**config.mk**
```make
export PLATFORM = sky130hd
export DESIGN_NAME = rr_grant_arbiter
export DESIGN_NICKNAME = d
export VERILOG_FILES = /design/src/rtl/rr_grant_arbiter.sv
export SDC_FILE = /design/constraint.sdc
export NUM_CORES = 1
export LEC_CHECK = 0
export ABC_CLOCK_PERIOD_IN_PS = 12310
export BUFFER_PORTS_ARGS = -buffer_cell sky130_fd_sc_hd__buf_2
export CORE_MARGIN = 5
export CORE_UTILIZATION = 31
export DETAILED_ROUTE_END_ITERATION = 7
export SLEW_MARGIN = 25
export SYNTH_ARGS = -nofsm -noshare
export SYNTH_HDL_FRONTEND = slang
export SYNTH_SLANG_ARGS = --single-unit
```
**constraint.sdc**
```tcl
create_clock -name clk -period 12.31 [get_ports clk]
set_input_delay 0 -clock clk [delete_from_list [all_inputs] [get_ports clk]]
set_output_delay 0 -clock clk [all_outputs]
set_load 0.01 [all_outputs]
```
**src/rtl/rr_grant_arbiter.sv**
```systemverilog
// Round-robin arbiter: rotating-priority search, registered one-hot grant with
// binary index, held until release, owner request drop or hold timeout.
module rr_grant_arbiter #(
    parameter int unsigned N        = 8,
    parameter int unsigned IDX_W    = 3,
    parameter int unsigned MAX_HOLD = 16
) (
    input  logic             clk,
    input  logic             rst_n,
    input  logic [N-1:0]     req_i,
    input  logic             release_i,
    output logic [N-1:0]     gnt_o,
    output logic [IDX_W-1:0] gnt_idx_o,
    output logic             gnt_valid_o,
    output logic             timeout_o
);

    localparam int unsigned CNT_W     = (MAX_HOLD > 0) ? $clog2(MAX_HOLD + 1) : 1;
    localparam int unsigned HOLD_LAST = (MAX_HOLD > 0) ? MAX_HOLD - 1 : 0;

    typedef enum logic {
        ST_IDLE  = 1'b0,
        ST_GRANT = 1'b1
    } state_e;

    state_e             state_q, state_d;
    logic [IDX_W-1:0]   ptr_q, ptr_d;
    logic [CNT_W-1:0]   hold_q, hold_d;
    logic [N-1:0]       gnt_q, gnt_d;
    logic [IDX_W-1:0]   idx_q, idx_d;
    logic               valid_q, valid_d;
    logic               timeout_q, timeout_d;

    logic               owner_req;
    logic               limit_hit;
    logic               grant_exit;
    logic [IDX_W-1:0]   owner_nxt;
    logic [IDX_W-1:0]   start;
    logic [N-1:0]       cand;
    logic [2*N-1:0]     dbl;
    logic [N-1:0]       rot;
    logic               found;
    int unsigned        off;
    int unsigned        sum;
    logic [IDX_W-1:0]   win;

    assign owner_req  = |(req_i & gnt_q);
    assign limit_hit  = (MAX_HOLD != 0) && (hold_q == CNT_W'(HOLD_LAST));
    assign grant_exit = (state_q == ST_GRANT) && (release_i || !owner_req || limit_hit);
    assign owner_nxt  = (idx_q == IDX_W'(N - 1)) ? '0 : idx_q + IDX_W'(1);

    // Winner search: rotate candidates so the start position lands at bit 0.
    always_comb begin
        start = ptr_q;
        cand  = req_i;
        if (state_q == ST_GRANT) begin
            start = owner_nxt;
            cand  = req_i & ~gnt_q;
        end
        dbl   = {cand, cand} >> start;
        rot   = dbl[N-1:0];
        found = 1'b0;
        off   = 0;
        for (int unsigned k = 0; k < N; k++) begin
            if (!found && rot[k]) begin
                found = 1'b1;
                off   = k;
            end
        end
        sum = 32'(start) + off;
        if (sum >= N) sum = sum - N;
        win = IDX_W'(sum);
    end

    // Next-state and registered-output logic.
    always_comb begin
        state_d   = state_q;
        ptr_d     = ptr_q;
        hold_d    = hold_q;
        gnt_d     = gnt_q;
        idx_d     = idx_q;
        valid_d   = valid_q;
        timeout_d = 1'b0;
        case (state_q)
            ST_IDLE: begin
                if (found) begin
                    state_d = ST_GRANT;
                    gnt_d   = N'(1) << win;
                    idx_d   = win;
                    valid_d = 1'b1;
                    hold_d  = '0;
                end
            end
            ST_GRANT: begin
                if (grant_exit) begin
                    ptr_d     = owner_nxt;
                    timeout_d = limit_hit && !release_i && owner_req;
                    hold_d    = '0;
                    if (found) begin
                        gnt_d = N'(1) << win;
                        idx_d = win;
                    end else begin
                        state_d = ST_IDLE;
                        gnt_d   = '0;
                        idx_d   = '0;
                        valid_d = 1'b0;
                    end
                end else if (hold_q != '1) begin
                    hold_d = hold_q + CNT_W'(1);
                end
            end
            default: state_d = ST_IDLE;
        endcase
    end

    always_ff @(posedge clk or negedge rst_n) begin
        if (!rst_n) begin
            state_q   <= ST_IDLE;
            ptr_q     <= '0;
            hold_q    <= '0;
            gnt_q     <= '0;
            idx_q     <= '0;
            valid_q   <= 1'b0;
            timeout_q <= 1'b0;
        end else begin
            state_q   <= state_d;
            ptr_q     <= ptr_d;
            hold_q    <= hold_d;
            gnt_q     <= gnt_d;
            idx_q     <= idx_d;
            valid_q   <= valid_d;
            timeout_q <= timeout_d;
        end
    end

    assign gnt_o       = gnt_q;
    assign gnt_idx_o   = idx_q;
    assign gnt_valid_o = valid_q;
    assign timeout_o   = timeout_q;

endmodule

```
Word-level counts from Yosys, hierarchy flattened
Index checks and enable logic that the tools add are counted.
- bits in registers: 22
- latch bits: 0
- bits in writable memories: 0
- ROM bits: 0
- input port bits: 11
- output and inout port bits: 13
- memories kept: 0
- add/subtract/negate cells: 4
- multipliers: 0
- div/mod/pow operators: 0
- $lt $le $gt $ge: 1
- eq/ne operators: 7
- shift-type cells: 2
- mux-type cells: 40
- bitwise gates (word level): 4
- reductions and logical operators: 26
- operator list (cell ; count):
    $mux 32 ; 5
    $add 3x32->32 ; 1
    $ge 32x4->1 const B ; 1
    $mux 8 ; 4
    $mux 3 ; 6
    $and 8x8->8 ; 2
    $mux 1 ; 16
    $pmux 8 s2 ; 1
    $shr 16x3->8 ; 1
    $mux 5 ; 3
    $logic_and 1x1->1 ; 10
    $pmux 5 s2 ; 1
    $logic_not 1->1 ; 9
    $not 8->8 ; 1
    $reduce_or 8->1 ; 1
    $shl 1x3->8 const A ; 1
    $pmux 3 s2 ; 1
    $reduce_and 2->1 ; 3
    $add 5x1->5 const B ; 1
    $eq 5x4->1 const B ; 1
    $ne 5x5->1 const B ; 1
    $ne 2x2->1 const B ; 2
    $pmux 1 s2 ; 2
    $add 3x1->3 const B ; 1
    other kinds (8) ; 9

Longest topological paths before layout
Gate-level depths: netlist of the first run.
- depth in word-level cells: 33
- gate-level depth with buffers: 18
- gate-level depth less buffers: 16

Least setup slack after synthesis of the first run
OpenSTA, ideal clock, no wires.
- kind: reg2reg
- start: register idx_q[1], in the netlist gnt_idx_o[1]
- end: register idx_q[2], in the netlist gnt_idx_o[2]
- arrival: 3981 ps
- path slack: 8263 ps
- stages on the path, launching flop included: 19
- buffers on the path: 3
- period minus slack after synthesis: 4047 ps
- cell sequence: dfrtp_1 > ha_1 > ha_1 > buf_6 > or3b_1 > buf_6 > and3_4 > a211oi_4 > a221o_1 > and2_1 > buf_6 > o2111a_1 > a311o_1 > ha_1 > inv_1 > fa_1 > xnor2_1 > mux2i_2 > a22o_1
- word-level cells in the longest chain between the ends: 32
- elaborated cells on any way between the ends: 44
- classes of those cells: add/sub: 3; order compare: 1; eq/ne: 2; shift: 1; mux: 22; reduce/logical: 15
- RTL lines (item ; RTL line ; text):
    start, declared ; 30 ; logic [IDX_W-1:0] idx_q, idx_d;
    start signal, assigned ; 130 ; idx_q <= idx_d;
    $add 3x1->3 / $eq 3x3->1 (equally long branches) ; 50 ; assign owner_nxt = (idx_q == IDX_W'(N - 1)) ? '0 : idx_q + IDX_W'(1);
    $mux 3 * ; 50 ;
    $mux 3 * ; 56 ; if (state_q == ST_GRANT) begin
    $shr 16x3->8 ; 60 ; dbl = {cand, cand} >> start;
    $mux 1 ; 65 ; if (!found && rot[k]) begin
    $logic_not 1->1 ; 65 ;
    $logic_and 1x1->1 ; 65 ;
    $mux 1 ; 65 ;
    [... 16 more ...] ; - ;
    $logic_and 1x1->1 ; 65 ;
    $mux 32 ; 65 ;
    $add 3x32->32 ; 70 ; sum = 32'(start) + off;
    $ge 32x4->1 / $sub 3x1->3 (equally long branches) ; 71 ; if (sum >= N) sum = sum - N;
    $mux 3 ; 71 ;
    $mux 3 ; 99 ; if (found) begin
    $mux 3 ; 95 ; if (grant_exit) begin
    $pmux 3 s2 ; 84 ; case (state_q)
Every way passes the cells marked *; elsewhere a longest branch is shown, timed or not. The select of a mux whose other input is x is not followed.
A chain may end at the register's enable or synchronous reset.

Worst setup path after layout of the first run
- start: register idx_q[0], in the netlist gnt_idx_o[0]
- end: register idx_q[2], in the netlist gnt_idx_o[2]
The elaborated chain is that of the path after synthesis.

==> results of run 1 <==
[critical path: stages, from the launching register on]
cell and delay [ns]:
dfrtp_1 0.52, ha_1 0.27, ha_1 0.28, or3b_1 0.54, and3_4 0.25, a211oi_4 0.36, a221o_1 0.27, and2_1 0.39
o2111a_1 0.24, a311o_1 0.12, ha_1 0.15, inv_1 0.05, fa_1 0.37, xnor2_1 0.31, mux2i_2 0.39, a22o_1 0.20
[state kept, by name, summed over array words and instances (netlist names)]
signal,flops
gnt_idx_o,3
gnt_o,8
gnt_valid_o,1
hold_q,5
ptr_q,3
state_q,1
timeout_o,1
[path summary, 6_finish.rpt]
check,end,slack [ns],cells after the start
setup / recovery,gnt_idx_o[2],7.53,15
setup reg to reg,gnt_idx_o[2],7.53,15
max in group asynchronous,gnt_o[5],11.74,2
hold / removal,timeout_o,0.10,3
hold reg to reg,ptr_q[1],0.52,1
min in group asynchronous,hold_q[1],0.23,2
[Yosys cell counts, types with 2 or more instances]
library cell	count
o211ai_1	3
and2_1	2
nand3_1	5
nor2_1	10
a221o_1	3
nand4_1	3
nor3b_1	2
a211oi_1	3
a22o_1	9
nand2_1	13
a22oi_1	4
o31ai_1	2
a21oi_1	17
dfrtp_1	22
a21oi_2	2
a21bo_2	3
a32o_1	2
nor3_1	9
mux2i_1	5
a21boi_0	4
buf_6	3
inv_1	11
ha_1	6
nand2b_1	6
a31oi_1	3
a211o_1	2
clkbuf_1	2
nor2b_1	3
xnor2_1	2
mux2i_2	2
o21ai_0	11
o2111a_1	2
buf_2	5
mux2_2	4
and3_1	5
[kinds of logic (layout without fill, tap and decap cells)]
logic type | after synthesis | after routing | share of synthesized area, %
DFF | 22 | 22 | 28.5
xor gates and xnor gates | 3 | 3 | 1.36
AOI/OAI and AO/OA | 84 | 84 | 33.0
and+or+nand+nor | 68 | 68 | 19.5
muxes | 12 | 12 | 6.93
adders and majority gates | 7 | 7 | 4.92
buffers and inverters | 22 | 40 | 5.76
[metrics by stage]
stage / hold WS, ns / instances / area [um2] / worst slack, ns / utilization (%)
floorplan: -0.296 / 218 / 1930 / 8.26 / -
global placement: -0.00352 / 307 / 2080 / 7.64 / 34.8
detailed placement: -0.00426 / 307 / 2080 / 7.59 / 34.8
CTS: 0.0992 / 311 / 2130 / 7.57 / 35.6
global route: 0.100 / 311 / 2130 / 7.23 / 35.6
finish: 0.103 / 311 / 2130 / 7.53 / 35.6
[layout make-up]
class / count / area, um2
fill: 618 / 3860
multi-input combinational: 174 / 1270
sequential: 22 / 551
timing repair buffer: 25 / 133
tap: 75 / 93.8
inverter: 12 / 45.0
clock buffer: 3 / 41.3
[timing repair]
item | in CTS | in global routing
gates resized for setup | 0 | 0
hold buffers | 1 | 0
endpoints found under the hold margin | 22 | 0
[per-layer routing]
layer	wire length (um)	track usage, %
met4	86	4.60
met2	2380	21.5
met3	347	2.12
met1	2470	19.6
met5	0	0
==> metrics.md, run 1 <==
| Metric | Value |
|---|---|
| Status | `finished clean` |
| Max-slew violations | `0` |
| Top_reg_cell synth | `dfrtp_1` |
| Number of global-route vias before repair | `1668` |
| Top Ports | `24` |
| Vias | `1785` |
| Most frequent cells in the layout | `23 x buf_2, 22 x dfrtp_1, 17 x a21oi_1` |
| CP Capture Type | `flip-flop` |
| Critical Path RT | `12.51 ns` |
| Layout area overhead | `10.4%` |
| Clock net sink count | `22` |
| TritonRoute pass-1 iters | `4` |
| Post-synth top area share | `roughly 28%` |
| Synthesized area | `1930 um2` |
| Drt via density | `5.74` |
| Yosys Warn Count | `0` |
| Largest net degree at the start of global routing | `32` |
| DIE AREA | `7910 um2` |
| Clock Pin Slew Worst Setup and Hold Paths | `0.08 ns` |
| Final worst path period share | `between 30% and 40%` |
| Setup TNS | `0 ns` |
| F_max | `~0.21 GHz` |
| CTS root buf | `clkbuf_8` |
| RSZ-0062 raised after global routing | `no` |
| Share of cells above drive strength 1 | `20.3%` |
| GRT Residual Overflow | `0` |
| HP Class | `primary input to flip-flop` |
| DRT Wirelength | `5290 um` |
| Cell variety after synth | `63` |
| Nets | `~260` |
| Die width | `~89 um` |
| Residual DRC | `0` |
| Seq/Total Area, Yosys | `28.5%` |
| Clock buffer depth | `2` |
| EDFF count, synth | `0` |
| CP Launch Type | `flip-flop` |
| Die Y | `89.0 um` |
| Fin. Hold Viols | `0` |
| R2r startpoint | `gnt_idx_o[0]` |
| Mean routed wirelength per cell | `17.0 um` |
| Post-CTS Setup Bufs | `0` |
| Setup crit start | `gnt_idx_o[0]` |
| GR Util All Layers | `13.8%` |
| Syn_nets | `about 240` |
| Syn avg cell area | `about 8.9 um2` |
| FF+latch count, synth | `22` |
| Initial DRC count | `158` |
| Hold Path Origin | `release_i` |
| Top cells by area, synth | `dfrtp_1 28%, a21oi_1 4.4%, a22o_1 4.1%` |
| Rel. slew slack | `just under 40%` |
| Area leader, netlist | `dfrtp_1` |
| Initial core utilization | `32.3%` |
| Routability congestion estimate | `0.884` |
| Min cycle time layout | `4.78 ns` |
| Share of synthesized registers carrying an async set or reset | `100%` |
| Max-cap viol count | `0` |
| Antenna violations before repair | `0` |
| H-tree Lvls | `1` |
| Measured slew at the worst slew-check pin | `roughly 0.90 ns` |
| First-pass GRT wire length | `around 8500 um` |
| Worst Path Class, Setup | `flip-flop to flip-flop` |
| CP max FO | `12` |
| CTS tree | `done` |
| CORE AREA | `roughly 6000 um2` |
| # diodes | `0` |
| Floorplan row count | `28` |
| DP HPWL | `roughly 4100 um` |
| Final setup fails | `0` |
| Clock Latency Late Sink | `0.26 ns` |
| Synth Instances | `between 200 and 250` |
| Num CTS Buffers | `3` |
| Commonest non-fill, non-tap cell in the layout | `buf_2` |
| DRT antenna net count | `0` |
| CP arrival | `4.98 ns` |
| Final clock skew | `0.00432 ns` |
| Port Buf Inserts | `23` |
Power of run 1 is not shown: default switching activity piles up to over one toggle a cycle in this logic, so the estimate is an artifact.
==> inputs of run 2 (changes only) <==
--- a/config.mk
+++ b/config.mk
@@ -5,7 +5,7 @@
 export SDC_FILE = /design/constraint.sdc
 export NUM_CORES = 1
 export LEC_CHECK = 0
-export ABC_CLOCK_PERIOD_IN_PS = 12310
+export ABC_CLOCK_PERIOD_IN_PS = 4850
 export BUFFER_PORTS_ARGS = -buffer_cell sky130_fd_sc_hd__buf_2
 export CORE_MARGIN = 5
 export CORE_UTILIZATION = 31
==> constraint.sdc (replaced) <==
create_clock -name clk -period 4.85 [get_ports clk]
set_input_delay 0 -clock clk [delete_from_list [all_inputs] [get_ports clk]]
set_output_delay 0 -clock clk [all_outputs]
set_load 0.01 [all_outputs]
==> metrics.md, run 2 (synthesized netlist as in run 1, its figures left out) <==
| Metric | Value |
|---|---|
| Status | `finished clean` |
| Critical Path RT | `5.05 ns (-7.46 ns)` |
| Final worst path period share | `88.9% (+50 points)` |
| DRT antenna net count | `0 (unchanged)` |
| CP Launch Type | `flip-flop` |
| CTS root buf | `clkbuf_8` |
| RSZ-0062 raised after global routing | `no` |
| Clock Latency Late Sink | `0.26 ns (about the same)` |
| Measured slew at the worst slew-check pin | `0.728 ns (-0.177 ns)` |
| Worst Path Class, Setup | `flip-flop to flip-flop` |
| Floorplan row count | `28 (unchanged)` |
| Clock Pin Slew Worst Setup and Hold Paths | `0.08 ns (about the same)` |
| DRT Wirelength | `5380 um (+1.8%)` |
| Nets | `260 (+1.6%)` |
| CP Capture Type | `flip-flop` |
| Setup TNS | `0 ns (unchanged)` |
| Largest register FFs | `8 (unchanged)` |
| F_max | `0.232 GHz (+11%)` |
| GR Util All Layers | `14.2% (+0.41 points)` |
| Share of cells above drive strength 1 | `22.0% (+1.7 points)` |
| Clock net sink count | `22 (unchanged)` |
| Routability congestion estimate | `0.993 (+12%)` |
| GRT Residual Overflow | `0 (unchanged)` |
| Top Ports | `24 (unchanged)` |
| Number of global-route vias before repair | `1675 (+0.42%)` |
| Post-CTS Setup Bufs | `0 (unchanged)` |
| Final clock skew | `0.00560 ns (+0.00127 ns)` |
| Initial DRC count | `140 (-11%)` |
| Max-slew violations | `0 (unchanged)` |
| Final setup fails | `0 (unchanged)` |
| DIE AREA | `7910 um2 (unchanged)` |
| # diodes | `0 (unchanged)` |
| Vias | `1770 (-0.84%)` |
| Min cycle time layout | `4.31 ns (-0.468 ns)` |
| Mean routed wirelength per cell | `17.0 um (+0.15%)` |
| CORE AREA | `5990 um2 (unchanged)` |
| Rel. slew slack | `51.0% (+11 points)` |
| Largest net degree at the start of global routing | `23 (-28%)` |
| HP Class | `primary input to flip-flop` |
| Commonest non-fill, non-tap cell in the layout | `buf_2` |
| R2R setup slack | `0.54 ns (-6.99 ns)` |
| H-tree Lvls | `1 (unchanged)` |
| Die width | `89.0 um (unchanged)` |
| Drt via density | `5.60 (-2.4%)` |
| Antenna violations before repair | `0 (unchanged)` |
| Layout area overhead | `13.5%` |
| Initial core utilization | `32.3% (unchanged)` |
| Num CTS Buffers | `3 (unchanged)` |
| Fin. Hold Viols | `0 (unchanged)` |
| CP arrival | `4.51 ns (-0.47 ns)` |
| Port Buf Inserts | `23 (unchanged)` |
| TritonRoute pass-1 iters | `4 (unchanged)` |
| First-pass GRT wire length | `8770 um (+3.2%)` |
| CTS tree | `done` |
| Max-cap viol count | `0 (unchanged)` |
| Clock buffer depth | `2 (unchanged)` |
| Residual DRC | `0 (unchanged)` |
| Most frequent cells in the layout | `23 x buf_2, 22 x dfrtp_1, 17 x a21oi_1` |
| CP max FO | `19 (+7)` |
| Die Y | `89.0 um (unchanged)` |
| DP HPWL | `4250 um (+4.5%)` |
==> run 2: cell types whose count changed in the layout (fill, tap and decap cells not counted), sizes merged <==
| cell | previous run | this run |
|---|---|---|
| buf | 24 | 28 |
| bufinv | 0 | 1 |
==> run 2: routing by layer <==
| metal | global-route usage [%] | vias up | share of wire [%] |
|---|---|---|---|
| met4 | 2.44 | 0 | 0.78 |
| li1 | - | 877 | - |
| met2 | 23.2 | 52 | 46 |
| met1 | 20.3 | 835 | 47 |
| met5 | 0 | - | 0 |
| met3 | 2.12 | 6 | 6.3 |
==> run 2: layout make-up <==
cell class                 count  area (um2)
clock buffer                   3        41.3
timing repair buffer          29         163
fill                         620        3800
inverter                      12        45.0
sequential                    22         551
tap                           75        93.8
clock inverter                 1        30.0
multi-input combinational    174        1270
==> run 2: what timing repair did <==
action	in CTS	in global routing
resized for setup	0	0
endpoints found under the setup margin	0	0
endpoints found under the hold margin	22	0
hold buffers	1	0
==> run 2: worst paths after layout <==
| check | from | depth (start not counted) | to |
|---|---|---|---|
| max | state_q | 14 | gnt_o[3] |
| min | release_i | 3 | timeout_o |
| max reg2reg | state_q | 14 | gnt_o[3] |
| min reg2reg | ptr_q[1] | 1 | ptr_q[1] |
| max in group asynchronous | rst_n | 2 | hold_q[2] |
| min in group asynchronous | rst_n | 2 | hold_q[4] |
==> run 2: through the flow <==
stage | instances | setup WS (ns) | utilization [%] | cell area, um2 | hold WS, ns
2_1_floorplan | 218 | 0.803 | - | 1930 | -0.296
4_1_cts | 316 | 0.549 | 36.6 | 2190 | 0.101
6_report | 316 | 0.540 | 36.6 | 2190 | 0.0992
5_1_grt | 316 | 0.211 | 36.6 | 2190 | 0.109
3_5_place_dp | 311 | 0.591 | 35.3 | 2110 | 0.0000293
3_3_place_gp | 311 | 0.651 | 35.3 | 2110 | -0.00525
==> run 2: critical path, stage by stage, from the launching register on <==
cell	delay [ns]
dfrtp_1	0.60
buf_4	0.32
or3b_1	0.52
and3_4	0.25
a211oi_4	0.35
a221o_1	0.27
and2_1	0.18
o2111a_1	0.18
a311o_1	0.11
ha_1	0.14
inv_1	0.05
fa_1	0.37
xnor2_1	0.32
mux2i_1	0.39
a22o_1	0.20
Power of run 2 is left out for the same reason.
==> inputs of run 3 (changes only) <==
--- a/config.mk
+++ b/config.mk
@@ -5,7 +5,7 @@
 export SDC_FILE = /design/constraint.sdc
 export NUM_CORES = 1
 export LEC_CHECK = 0
-export ABC_CLOCK_PERIOD_IN_PS = 4850
+export ABC_CLOCK_PERIOD_IN_PS = 4300
 export BUFFER_PORTS_ARGS = -buffer_cell sky130_fd_sc_hd__buf_2
 export CORE_MARGIN = 5
 export CORE_UTILIZATION = 31
==> constraint.sdc (replaced) <==
create_clock -name clk -period 4.3 [get_ports clk]
set_input_delay 0 -clock clk [delete_from_list [all_inputs] [get_ports clk]]
set_output_delay 0 -clock clk [all_outputs]
set_load 0.01 [all_outputs]
==> metrics.md, run 3 (synthesized netlist as in run 1, its figures left out) <==
| Metric | Value |
|---|---|
| DP HPWL | `4230 um (-0.45%)` |
| Commonest non-fill, non-tap cell in the layout | `buf_2` |
| CP arrival | `4.27 ns (-0.24 ns)` |
| Clock net sink count | `22 (unchanged)` |
| Die Y | `89.0 um (unchanged)` |
| DRT antenna net count | `0 (unchanged)` |
| Initial core utilization | `32.3% (unchanged)` |
| R2r startpoint | `gnt_idx_o[1]` |
| Num CTS Buffers | `3 (unchanged)` |
| Cells after DPL | `316 (+1.6%)` |
| First-pass GRT wire length | `8710 um (-0.71%)` |
| Final worst path period share | `94.5% (+5.6 points)` |
| Slowest cell on crit path | `dfrtp_1` |
| GR Util All Layers | `14.0% (-0.20 points)` |
| # diodes | `0 (unchanged)` |
| Clock Pin Slew Worst Setup and Hold Paths | `0.09 ns (about the same)` |
| CTS root buf | `clkbuf_8` |
| Hold Path Origin | `release_i` |
| Largest net degree at the start of global routing | `23 (unchanged)` |
| CTS tree | `done` |
| Rel. slew slack | `67.0% (+16 points)` |
| Die width | `89.0 um (unchanged)` |
| Setup TNS | `0 ns (unchanged)` |
| Largest register FFs | `8 (unchanged)` |
| Fin cells | `322 (+1.9%)` |
| Critical Path RT | `4.51 ns (-0.54 ns)` |
| Initial DRC count | `123 (-12%)` |
| F_max | `0.246 GHz (+6.1%)` |
| Nets | `266 (+2.3%)` |
| Top Ports | `24 (unchanged)` |
| Min cycle time layout | `4.06 ns (-0.248 ns)` |
| Number of fill cells in the layout | `607 (-2.1%)` |
| Antenna violations before repair | `0 (unchanged)` |
| Status | `finished clean` |
| Worst Path Class, Setup | `flip-flop to flip-flop` |
| Slowest stage delay, CP | `0.43 ns (-0.17 ns)` |
| Residual DRC | `0 (unchanged)` |
| HP Class | `primary input to flip-flop` |
| Clock Latency Late Sink | `0.27 ns (about the same)` |
| Share of cells above drive strength 1 | `23.9% (+1.9 points)` |
| Number of global-route vias before repair | `1706 (+1.9%)` |
| CP Capture Type | `flip-flop` |
| CORE AREA | `5990 um2 (unchanged)` |
| Routability congestion estimate | `0.917 (-7.7%)` |
| Final setup fails | `0 (unchanged)` |
| CP max FO | `4 (-15)` |
| RSZ-0062 raised after global routing | `no` |
| Setup crit start | `gnt_idx_o[1]` |
| Post-cts sizing count | `0 (unchanged)` |
| Measured slew at the worst slew-check pin | `0.490 ns (-0.237 ns)` |
| Max-slew violations | `0 (unchanged)` |
| Cell mode on critical path | `ha_1` |
| CP Launch Type | `flip-flop` |
| GRT Residual Overflow | `0 (unchanged)` |
| CP Cell Sequence | `ha_1, ha_1, or3b_1, and3_4, o21ai_0, mux2i_1, a21oi_1, o2111a_1, a311o_1, ha_1, inv_1, fa_1, xnor2_1, mux2i_1, a22o_1` |
| Final clock skew | `0.00715 ns (+0.00156 ns)` |
| Vias | `1814 (+2.5%)` |
| Most frequent cells in the layout | `23 x buf_2, 22 x dfrtp_1, 17 x a21oi_1` |
| DRT Wirelength | `5300 um (-1.5%)` |
| H-tree Lvls | `1 (unchanged)` |
| Fin. Hold Viols | `0 (unchanged)` |
| Layout area overhead | `15.9%` |
| DIE AREA | `7910 um2 (unchanged)` |
| Floorplan row count | `28 (unchanged)` |
| Mean routed wirelength per cell | `16.5 um (-3.4%)` |
| Port Buf Inserts | `23 (unchanged)` |
| Max-cap viol count | `0 (unchanged)` |
| TritonRoute pass-1 iters | `4 (unchanged)` |
| Clock buffer depth | `2 (unchanged)` |
| Drt via density | `5.63 (+0.58%)` |
run 3: cell types whose count changed in the layout (fill, tap and decap cells not counted), sizes merged:
cell	previous run	this run
buf	28	34
run 3: final timing paths:
path,to,slack (ns),cells after the start
max in group asynchronous,state_q,3.74,2
min,timeout_o,0.1,3
max reg2reg,gnt_o[3],0.24,15
min reg2reg,ptr_q[1],0.52,1
max,gnt_o[3],0.24,15
min in group asynchronous,hold_q[1],0.22,2
run 3: critical path: cells and delay by family, from the launching register on:
family | cells | cell delay [ns]
flip-flops | 1 | 0.43
multiplexers | 2 | 0.56
AND/OR/NAND/NOR | 2 | 0.60
XOR/XNOR | 1 | 0.32
buffers and inverters | 1 | 0.04
AO/OA/AOI/OAI | 5 | 1.14
adder cells (fa/ha/maj) | 4 | 0.92
run 3: per-stage QoR:
step / worst slack, ns / area (um2) / hold WS [ns] / utilization, %
5_1_grt: 0.0303 / 2240 / 0.103 / 37.4
3_5_place_dp: 0.280 / 2150 / -0.00350 / 35.9
3_3_place_gp: 0.253 / 2150 / -0.00246 / 35.9
6_report: 0.238 / 2240 / 0.0998 / 37.4
2_1_floorplan: 0.253 / 1930 / -0.296 / -
4_1_cts: 0.233 / 2230 / 0.102 / 37.3
run 3: cell type report:
class,count,area [um2],area share [%]
Tap cell,75,93.8,4.19
Clock buffer,3,41.3,1.84
Timing Repair Buffer,35,208,9.27
Multi-Input combinational cell,174,1270,56.8
Clock inverter,1,30.0,1.34
Inverter,12,45.0,2.01
Sequential cell,22,551,24.6
run 3: per-layer routing:
layer  share of wire [%]  track usage [%]  vias to the layer above  wire length (um)
met2                  45             21.6                       58              2380
li1                    -                -                      895                 -
met3                 5.2             2.21                        4               273
met4                 1.1             3.52                        0                59
met5                   0                0                        -                 0
met1                  49             20.5                      857              2580
run 3: timing repair:
action | CTS | global route
hold endpoints to repair | 22 | 0
hold buffers | 1 | 0
endpoints found under the setup margin | 0 | 8
buffers inserted | 0 | 1
Power of run 3 is left out for the same reason.
